<file path="config.mk">
export PLATFORM = sky130hd
export DESIGN_NAME = pattern_detector
export DESIGN_NICKNAME = d
export VERILOG_FILES = /design/src/rtl/pattern_detector.sv
export SDC_FILE = /design/constraint.sdc
export NUM_CORES = 1
export LEC_CHECK = 0
export BUFFER_PORTS_ARGS = -buffer_cell sky130_fd_sc_hd__buf_2
export CAP_MARGIN = 15
export CORE_MARGIN = 3
export CORE_UTILIZATION = 25
export CTS_CLUSTER_SIZE = 8
export DETAILED_ROUTE_END_ITERATION = 6
export SYNTH_ARGS = -nofsm -noshare
export SYNTH_HDL_FRONTEND = slang
export SYNTH_SLANG_ARGS = --single-unit
</file>
<file path="constraint.sdc">
create_clock -name clock -period 2 [get_ports clock]
set_clock_uncertainty 0.15 [all_clocks]
set_input_delay 0.3 -clock clock [delete_from_list [all_inputs] [get_ports clock]]
set_output_delay 0.3 -clock clock [all_outputs]
set_load 0.005 [all_outputs]
</file>
<file path="src/rtl/pattern_detector.sv">
// Serial pattern detector with two programmable patterns.
// The WIDTH-bit window shifts in one bit per enabled clock. Match flags are
// registered in the same edge that samples the completing bit. A saturating
// counter is kept for each pattern.
module pattern_detector #(
  parameter int unsigned      WIDTH = 3,
  parameter logic [WIDTH-1:0] PAT_A = WIDTH'(3'b001),
  parameter logic [WIDTH-1:0] PAT_B = WIDTH'(3'b111),
  parameter int unsigned      CNT_W = 8
) (
  input  logic             clock,
  input  logic             reset,
  input  logic             en,
  input  logic             i,
  input  logic             overlap,
  input  logic             clear_cnt,
  output logic [1:0]       o,
  output logic [CNT_W-1:0] count_a,
  output logic [CNT_W-1:0] count_b
);

  localparam int unsigned       FILL_W    = $clog2(WIDTH + 1);
  localparam logic [FILL_W-1:0] FILL_FULL = FILL_W'(WIDTH);
  localparam logic [CNT_W-1:0]  CNT_MAX   = '1;

  logic [WIDTH-1:0]  window;
  logic [FILL_W-1:0] fill;

  logic [WIDTH-1:0]  window_nxt_c;
  logic [FILL_W-1:0] fill_inc_c;
  logic [FILL_W-1:0] fill_nxt_c;
  logic              hit_a_c;
  logic              hit_b_c;

  // Next window/fill and match detection on the window after this edge's shift
  always_comb begin
    window_nxt_c = window;
    fill_inc_c   = fill;
    fill_nxt_c   = fill;
    hit_a_c      = 1'b0;
    hit_b_c      = 1'b0;
    if (en) begin
      window_nxt_c = {window[WIDTH-2:0], i};
      fill_inc_c   = (fill == FILL_FULL) ? fill : fill + FILL_W'(1);
      if (fill_inc_c == FILL_FULL) begin
        hit_a_c = (window_nxt_c == PAT_A);
        hit_b_c = (window_nxt_c == PAT_B);
      end
      // Non-overlapping mode: a match consumes the whole window
      fill_nxt_c = (!overlap && (hit_a_c || hit_b_c)) ? '0 : fill_inc_c;
    end
  end

  // Window, fill level and registered match flags
  always_ff @(posedge clock) begin
    if (reset) begin
      window <= '0;
      fill   <= '0;
      o      <= 2'b00;
    end else begin
      window <= window_nxt_c;
      fill   <= fill_nxt_c;
      o      <= {hit_a_c, hit_b_c};
    end
  end

  // Saturating match counters; clear wins over a simultaneous hit
  always_ff @(posedge clock) begin
    if (reset || clear_cnt) begin
      count_a <= '0;
      count_b <= '0;
    end else begin
      if (hit_a_c && (count_a != CNT_MAX)) count_a <= count_a + CNT_W'(1);
      if (hit_b_c && (count_b != CNT_MAX)) count_b <= count_b + CNT_W'(1);
    end
  end

endmodule
</file>
### Word level (Yosys, flattened, before mapping)

Index checks and enable logic that the tools add are counted.

* eq/ne operators: 6
* reductions and logical operators: 6
* $add $sub $neg: 3
* multiplexer cells: 8

Operators by type and width (number)
* $add A8 B1 Y8 const B: 2
* $ne A8 B8 Y1 const B: 2
* $mux W1: 6
* $eq A2 B2 Y1 const B: 2
* $mux W2: 2
* $eq A3 B1 Y1 const B: 1
* $eq A3 B3 Y1 const B: 1
* $logic_and A1 B1 Y1: 3
* $add A2 B1 Y2 const B: 1
* $logic_or A1 B1 Y1: 2
* $logic_not A1 Y1: 1

* logic and storage cells: 28
* flip-flop bits (word level): 22

### Logic depth before layout (Yosys ltp)

Gate-level depths: netlist of the first run.

* depth after elaboration: 8
* gate-level depth with buffers: 6
* gate-level depth less buffers: 5

### Worst setup path after synthesis of the first run

Ideal clock, no wire load.

* path kind: register to register
* start: reg count_a[0]
* end: reg count_a[1]
* setup slack: 0.294 ns
* data arrival time: 1.442 ns
* cell stages (with the launch flop): 6
* path buffers: 0
* path through: dfxtp_1 ha_1 and3_1 a2111o_1 mux2i_1 nor2_1

* cells in the longest elaborated chain, start to end: 2
* elaborated cells on any way between the ends: 3
* those cells by class: add/sub (1); eq/ne (1); reduce/logical (1)

Ends and longest elaborated chain
* from (decl): RTL line 18 `output logic [CNT_W-1:0] count_a,`
* from (signal assigned): RTL line 73 `if (hit_a_c && (count_a != CNT_MAX)) count_a <= count_a + CNT_W'(1);`
* branches (longest 2 deep; another with $add A8 B1 Y8)

Parallel ways; which one is timed is not known.
A chain may end at the register's enable or synchronous reset.

### Worst setup path after layout of the first run

* start: reg count_a[1]
* end: reg count_a[6]

Same word-level chain as after synthesis.

==> impl_metrics.toml, run 1 <==
[run_status]
run_status = "finished clean"

[global_routing]
grt_max_degree = 12
via_count_of_the_first_global_routing_pass = 895
first_pass_grt_wire_length_mm = 3.91
grt_antenna_before_repair = 0
gr-total-overflow = 0
grt_use_total_pct = 9.33

[cts]
post_cts_resized = 0
clockRootBuffer = "clkbuf_8"
cts_made_buffers = 3
cts_sinks = 22
h-tree-depth = 1
cts.reportedPaths.clkPinSlew_ns = 0.08
insertion_delay_ns = 0.26
post_cts_setup_bufs = 0
clock_tree.buffer_depth = 2
cts_hold_buf = 0
tritoncts = "built"

[power]
ir_drop_v = 0.000318
leakagePower_nw = 0.533
power_density_nw_per_um2 = 594

[synthesis]
synth.cell_area_um2 = 1060
yosysMostFrequentCell = "dfxtp_1"
yosys_warnings = 0
synth.lib_cells_used.distinct = 37
synth_enable_flop_cells = 0
avgSynthCellArea_um2 = 9.17
gate_count_after_technology_mapping = 116
synth_ff_type = "dfxtp_1"
synth_area_leader_cell = "dfxtp_1"
share_of_flip_flops_with_an_asynchronous_set_or_reset_after_synthesis_pct = 0
proportion_of_netlist_area_held_by_the_largest_area_contributor_pct = 41.4
flip_flop_and_latch_count_after_synthesis = 22
netlist_top_cells_count = "22 x dfxtp_1, 17 x nor2_1, 9 x nand3_1, 8 x nand2_1"
synthTopCellsByArea = "dfxtp_1 41%, nor2_1 6.0%, nand3_1 4.2%"
syn_nets = 124
synth.yosys.seq_area_share_pct = 41.4

[placement]
dp.final_hpwl_mm = 1.74
routabilityCongestion = 0.756
place.port_buffers = 23

[finish]
drive_gt1_share_pct = 23.4
num_antenna_cells = 0
finish.net_count = 151
filler_cell_count = 433
final-seq-area_um2 = 440
multiInputGateArea_um2 = 592
area_delta_synth_final_pct = 19.8

[floorplanning]
num_rows = 23
die_w_um = 71.2
floorplan.die.height_um = 71.2
num_io_pins = 24
core_area_um2 = 4060
die_area_um2 = 5070
floorplan.initialDensity_pct = 26.2

[critical_path]
required_ns = 2.05
cp-end-kind = "flip-flop"
worstSetupStartpointType = "flip-flop"
crit_path_max_fanout = 5
critical_path_arrival_ns = 1.85
worst-setup-path-type = "flip-flop to flip-flop"

[timing]
max_slew.worst_pin.slew_ns = 0.482
report.final.setup_viol = 0
min_period_ns = 1.80
maxClockFrequency_mhz = 555
finalHoldWorstSlack_ns = 0.132
final_max_slew_viol_count = 0
setup_repair_after_global_routing_missed_its_margin = "no"
post-route-period-util_pct = 90.1
timing.max_slew.rel_slack_pct = 67.8
final_hold_viol_count = 0
total_negative_setup_slack_ns = 0

[routing]
first_pass_iters = 3
initialDrtViolationCount = 39
ant_nets = 0
routedWlPerCell_um = 11.8
vias = 919
detail_route.wirelength_mm = 2.26
routed_via_count_divided_by_cell_count = 4.81
detail_route.drc_violations = 0

[min_path]
min_path_type = "primary input to flip-flop"

[run]
max_capacitance_violation_total = 0
## metrics by stage
stage                     instances  utilization [%]  power [mW]  setup WS (ns)  instance area (µm²)
final                           191             31.4       0.757          0.197                 1270
after global routing            191             31.4       0.789         0.0486                 1270
after CTS                       191             31.4       0.770          0.203                 1270
after detailed placement        188             30.4       0.496          0.214                 1230
after global placement          188             30.4       0.496          0.245                 1230
after floorplan                 116                -       0.485          0.294                 1060
## flip-flops by register name, indices dropped and copies added, names as in the netlist
signal   flops
o            2
window       2
count_b      8
count_a      8
fill         2
## path summary, 6_finish.rpt
kind                                   end       start  cells after the start  slack (ns)
worst max-delay path            count_a[6]  count_a[1]                      5        0.20
worst min-delay path                  o[0]       reset                      2        0.13
worst max register to register  count_a[6]  count_a[1]                      5        0.20
worst min register to register     fill[0]     fill[0]                      2        0.36
## routing by layer
layer / global-route usage, % / vias to the layer above / share of wire, %
met4: 1.88 / 0 / 0.53
li1: - / 484 / -
met2: 15.7 / 18 / 47
met5: 0 / - / 0
met3: 2.52 / 2 / 3.0
met1: 12.0 / 415 / 50
## report_power, final
| part | internal [mW] | leakage [nW] | switching (mW) |
|---|---|---|---|
| Clock | 0.134 | 0.0216 | 0.138 |
| Sequential | 0.443 | 0.178 | 0.00563 |
| Combinational | 0.0149 | 0.334 | 0.0214 |
## area by class of cell
type | count | share of cell area, %
Inverter | 2 | 0.589
Sequential cell | 22 | 34.6
Clock buffer | 3 | 3.24
Multi-Input combinational cell | 89 | 46.5
Timing Repair Buffer | 25 | 10.2
Tap cell | 50 | 4.91
## worst max-delay path: stages, from the launching register on
cell     delay (ns)
dfxtp_1        0.44
ha_1           0.29
and3_1         0.20
nand4_1        0.15
or3_1          0.37
a21oi_1        0.13
## layout by cell type, fill, tap and decap left out, types with 2 or more instances in the layout
master / Yosys / layout
clkbuf_8: 0 / 3
a21oi_1: 4 / 4
xnor2_1: 3 / 3
mux2i_1: 3 / 3
dfxtp_1: 22 / 22
nor3_1: 5 / 5
nor2_1: 17 / 17
o211a_1: 2 / 2
nand4_1: 3 / 3
ha_1: 2 / 2
and4_1: 2 / 2
nand3_1: 9 / 9
buf_4: 1 / 2
a31oi_1: 2 / 2
inv_1: 2 / 2
nand2_1: 8 / 8
xor2_1: 3 / 3
and3_1: 5 / 5
buf_2: 1 / 23
o21ai_0: 4 / 4
## cell families (layout without fill, tap and decap cells)
logic type	after synthesis	in the layout	share of synthesized area (%)
adder cells (fa/ha/maj)	2	2	2.35
XOR/XNOR	6	6	4.94
AND/OR/NAND/NOR	58	58	31.1
AO/OA/AOI/OAI	20	20	14.5
buffers and inverters	5	30	2.94
multiplexers	3	3	2.82
flip-flops	22	22	41.4
Power figures use the tool's default switching activity.
==> run 2, diff against run 1 <==
- ABC_AREA: default -> 1
==> run 2 against run 1 <==
Net effect:
- final area increased by 13%
- register-to-register slack improved by 0.32 ns
- via count is 24% higher
- utilization is 0.71 points higher
- synthesized area grew 11%
- first-iteration DRC count is 23% lower
- critical path depth is 2 higher
- synthesized cell count is 60% higher
- power increased by 18%
- worst hold slack improved by 0.023 ns
- sequential power about the same
- fmax up 22%
- largest power group unchanged
==> impl_metrics.toml, run 2 <==
[run_status]
run_status = "finished clean"

[critical_path]
startpoint = "count_b[1]"
regToRegStartpoint = "count_b[1]"
crit_path_max_fanout = 6
r2r_cells = 7
cp-end-kind = "flip-flop"
worstSetupStartpointType = "flip-flop"
reg2reg_slack_ns = 0.52
critical_register_to_register_path_endpoint = "count_b[4]"
worst-setup-path-type = "flip-flop to flip-flop"
critical_path_arrival_ns = 1.52
required_ns = 2.04

[timing]
report.final.setup_viol = 0
max_slew.worst_pin.slew_ns = 0.268
min_period_ns = 1.48
post-route-period-util_pct = 74.0
final_hold_viol_count = 0
setup_repair_after_global_routing_missed_its_margin = "no"
final.setup.worst_slack_ns = 0.519
total_negative_setup_slack_ns = 0
timing.max_slew.rel_slack_pct = 82.0
final_max_slew_viol_count = 0
maxClockFrequency_mhz = 675

[global_routing]
grt_use_total_pct = 9.69
grt_max_degree = 14
first_pass_grt_wire_length_mm = 4.22
gr-total-overflow = 0
grt_antenna_before_repair = 0
via_count_of_the_first_global_routing_pass = 935

[routing]
initialDrtViolationCount = 30
vias = 1135
ant_nets = 0
routed_via_count_divided_by_cell_count = 4.28
routedWlPerCell_um = 9.98
detail_route.wirelength_mm = 2.64
first_pass_iters = 4
detail_route.drc_violations = 0

[synthesis]
yosys-mux-area-fraction_pct = 0
avgSynthCellArea_um2 = 6.36
gate_count_after_technology_mapping = 186
synth_simple_gate_area_share_pct = 42.3
proportion_of_netlist_area_held_by_the_largest_area_contributor_pct = 37.2
syn_nets = 194
synth_adder_area_share_pct = 2.12
synth_compound_gate_area_share_pct = 7.20
yosysMostFrequentCell = "nand2_1"
flip_flop_and_latch_count_after_synthesis = 22
share_of_flip_flops_with_an_asynchronous_set_or_reset_after_synthesis_pct = 0
synth_area_leader_cell = "dfxtp_1"
largest_family_of_logic_cells_by_synthesized_area = "simple AND/OR/NAND/NOR gates"
synth.lib_cells_used.distinct = 21
synthTopCellsByArea = "dfxtp_1 37%, nand2_1 17%, nor2_1 10%"
yosys_warnings = 0
synth_ff_type = "dfxtp_1"
synth.cell_area_um2 = 1180
synth_enable_flop_cells = 0
synth.yosys.seq_area_share_pct = 37.2
synthXorXnorAreaFrac_pct = 2.96
netlist_top_cells_count = "54 x nand2_1, 33 x nor2_1, 22 x dfxtp_1, 20 x inv_1, 15 x nand3_1"

[cts]
cts_made_buffers = 3
post_cts_resized = 0
clockRootBuffer = "clkbuf_8"
cts.reportedPaths.clkPinSlew_ns = 0.08
tritoncts = "built"
cts_sinks = 22
insertion_delay_ns = 0.26
post_cts_setup_bufs = 0
h-tree-depth = 1
clock_tree.buffer_depth = 2
cts_hold_buf = 0

[min_path]
min_from = "reset"
holdPathEnd = "window[1]"
hold_path_depth = 2
min_path_type = "primary input to flip-flop"

[placement]
dpl_cell_area_um2 = 1370
place.port_buffers = 23
dp.final_hpwl_mm = 2.06
routabilityCongestion = 0.782
place_ws_ns = 0.538

[floorplanning]
floorplan.die.height_um = 74.8
die_area_um2 = 5590
num_io_pins = 24
floorplan.initialDensity_pct = 26.4
die_w_um = 74.8
num_rows = 24
core_area_um2 = 4470

[finish]
most-common-layout-cells = "54 x nand2_1, 33 x nor2_1, 23 x buf_2, 22 x dfxtp_1, 20 x inv_1"
filler_cell_count = 501
biggestRegsByFlops = "count_a: 8 flops, count_b: 8 flops"
design_area_um2 = 1440
num_antenna_cells = 0
area_delta_synth_final_pct = 21.5
drive_gt1_share_pct = 18.8
final_util_pct = 32.1
finish.net_count = 222
layout_commonest_cell = "nand2_1"

[power]
totalPowerFinal_mw = 0.892
leakagePower_nw = 0.616
power_density_nw_per_um2 = 621
ir_drop_v = 0.000298

[run]
max_capacitance_violation_total = 0
-- run 2: critical path: stages (launching register included) --
cell and delay, ns:
dfxtp_1 0.41, ha_1 0.25, nand3_2 0.11, clkinv_1 0.09
nand2_2 0.10, nand2_4 0.11, nand2_1 0.05, a21oi_1 0.13
-- run 2: routing by layer --
metal / wire length, µm / GRT usage [%] / up-vias
li1: - / - / 634
met1: 1320 / 12.3 / 480
met2: 1130 / 15.1 / 17
met3: 153 / 3.07 / 4
met4: 40 / 4.15 / 0
met5: 0 / 0 / -
-- run 2: kinds of logic (layout without fill, tap and decap cells) --
family          Yosys count  in the layout
simple gates            116            116
buf+inv                  25             52
flops                    22             22
compound gates           17             17
xor+xnor                  4              4
fa+ha+maj                 2              2
-- run 2: how the worst max path moves through the flow --
stage                       to  slack, ns
detailed placement  count_b[1]       0.54
floorplan           count_b[1]       0.62
global placement    count_b[1]       0.51
global route        count_a[3]       0.35
CTS                 count_b[1]       0.52
finish              count_b[4]       0.52
-- run 2: where the power goes --
part	switching, mW	internal, mW	leakage (nW)
clock network	0.141	0.267	0.0357
logic	0.0227	0.0137	0.403
registers	0.00410	0.443	0.178
-- run 2: area by class of cell --
class / count / area (µm²) / area share [%]
Timing Repair Buffer: 24 / 123 / 8.54
Sequential cell: 22 / 440 / 30.7
Inverter: 24 / 91.3 / 6.36
Clock inverter: 1 / 30.0 / 2.09
Multi-Input combinational cell: 139 / 646 / 44.9
Clock buffer: 3 / 41.3 / 2.87
Tap cell: 52 / 65.1 / 4.53
-- run 2: metrics by stage --
step / hold WS [ns] / cells
4_1_cts: 0.149 / 265
2_1_floorplan: 0.219 / 186
3_5_place_dp: 0.323 / 261
3_3_place_gp: 0.321 / 261
6_report: 0.155 / 265
5_1_grt: 0.159 / 265
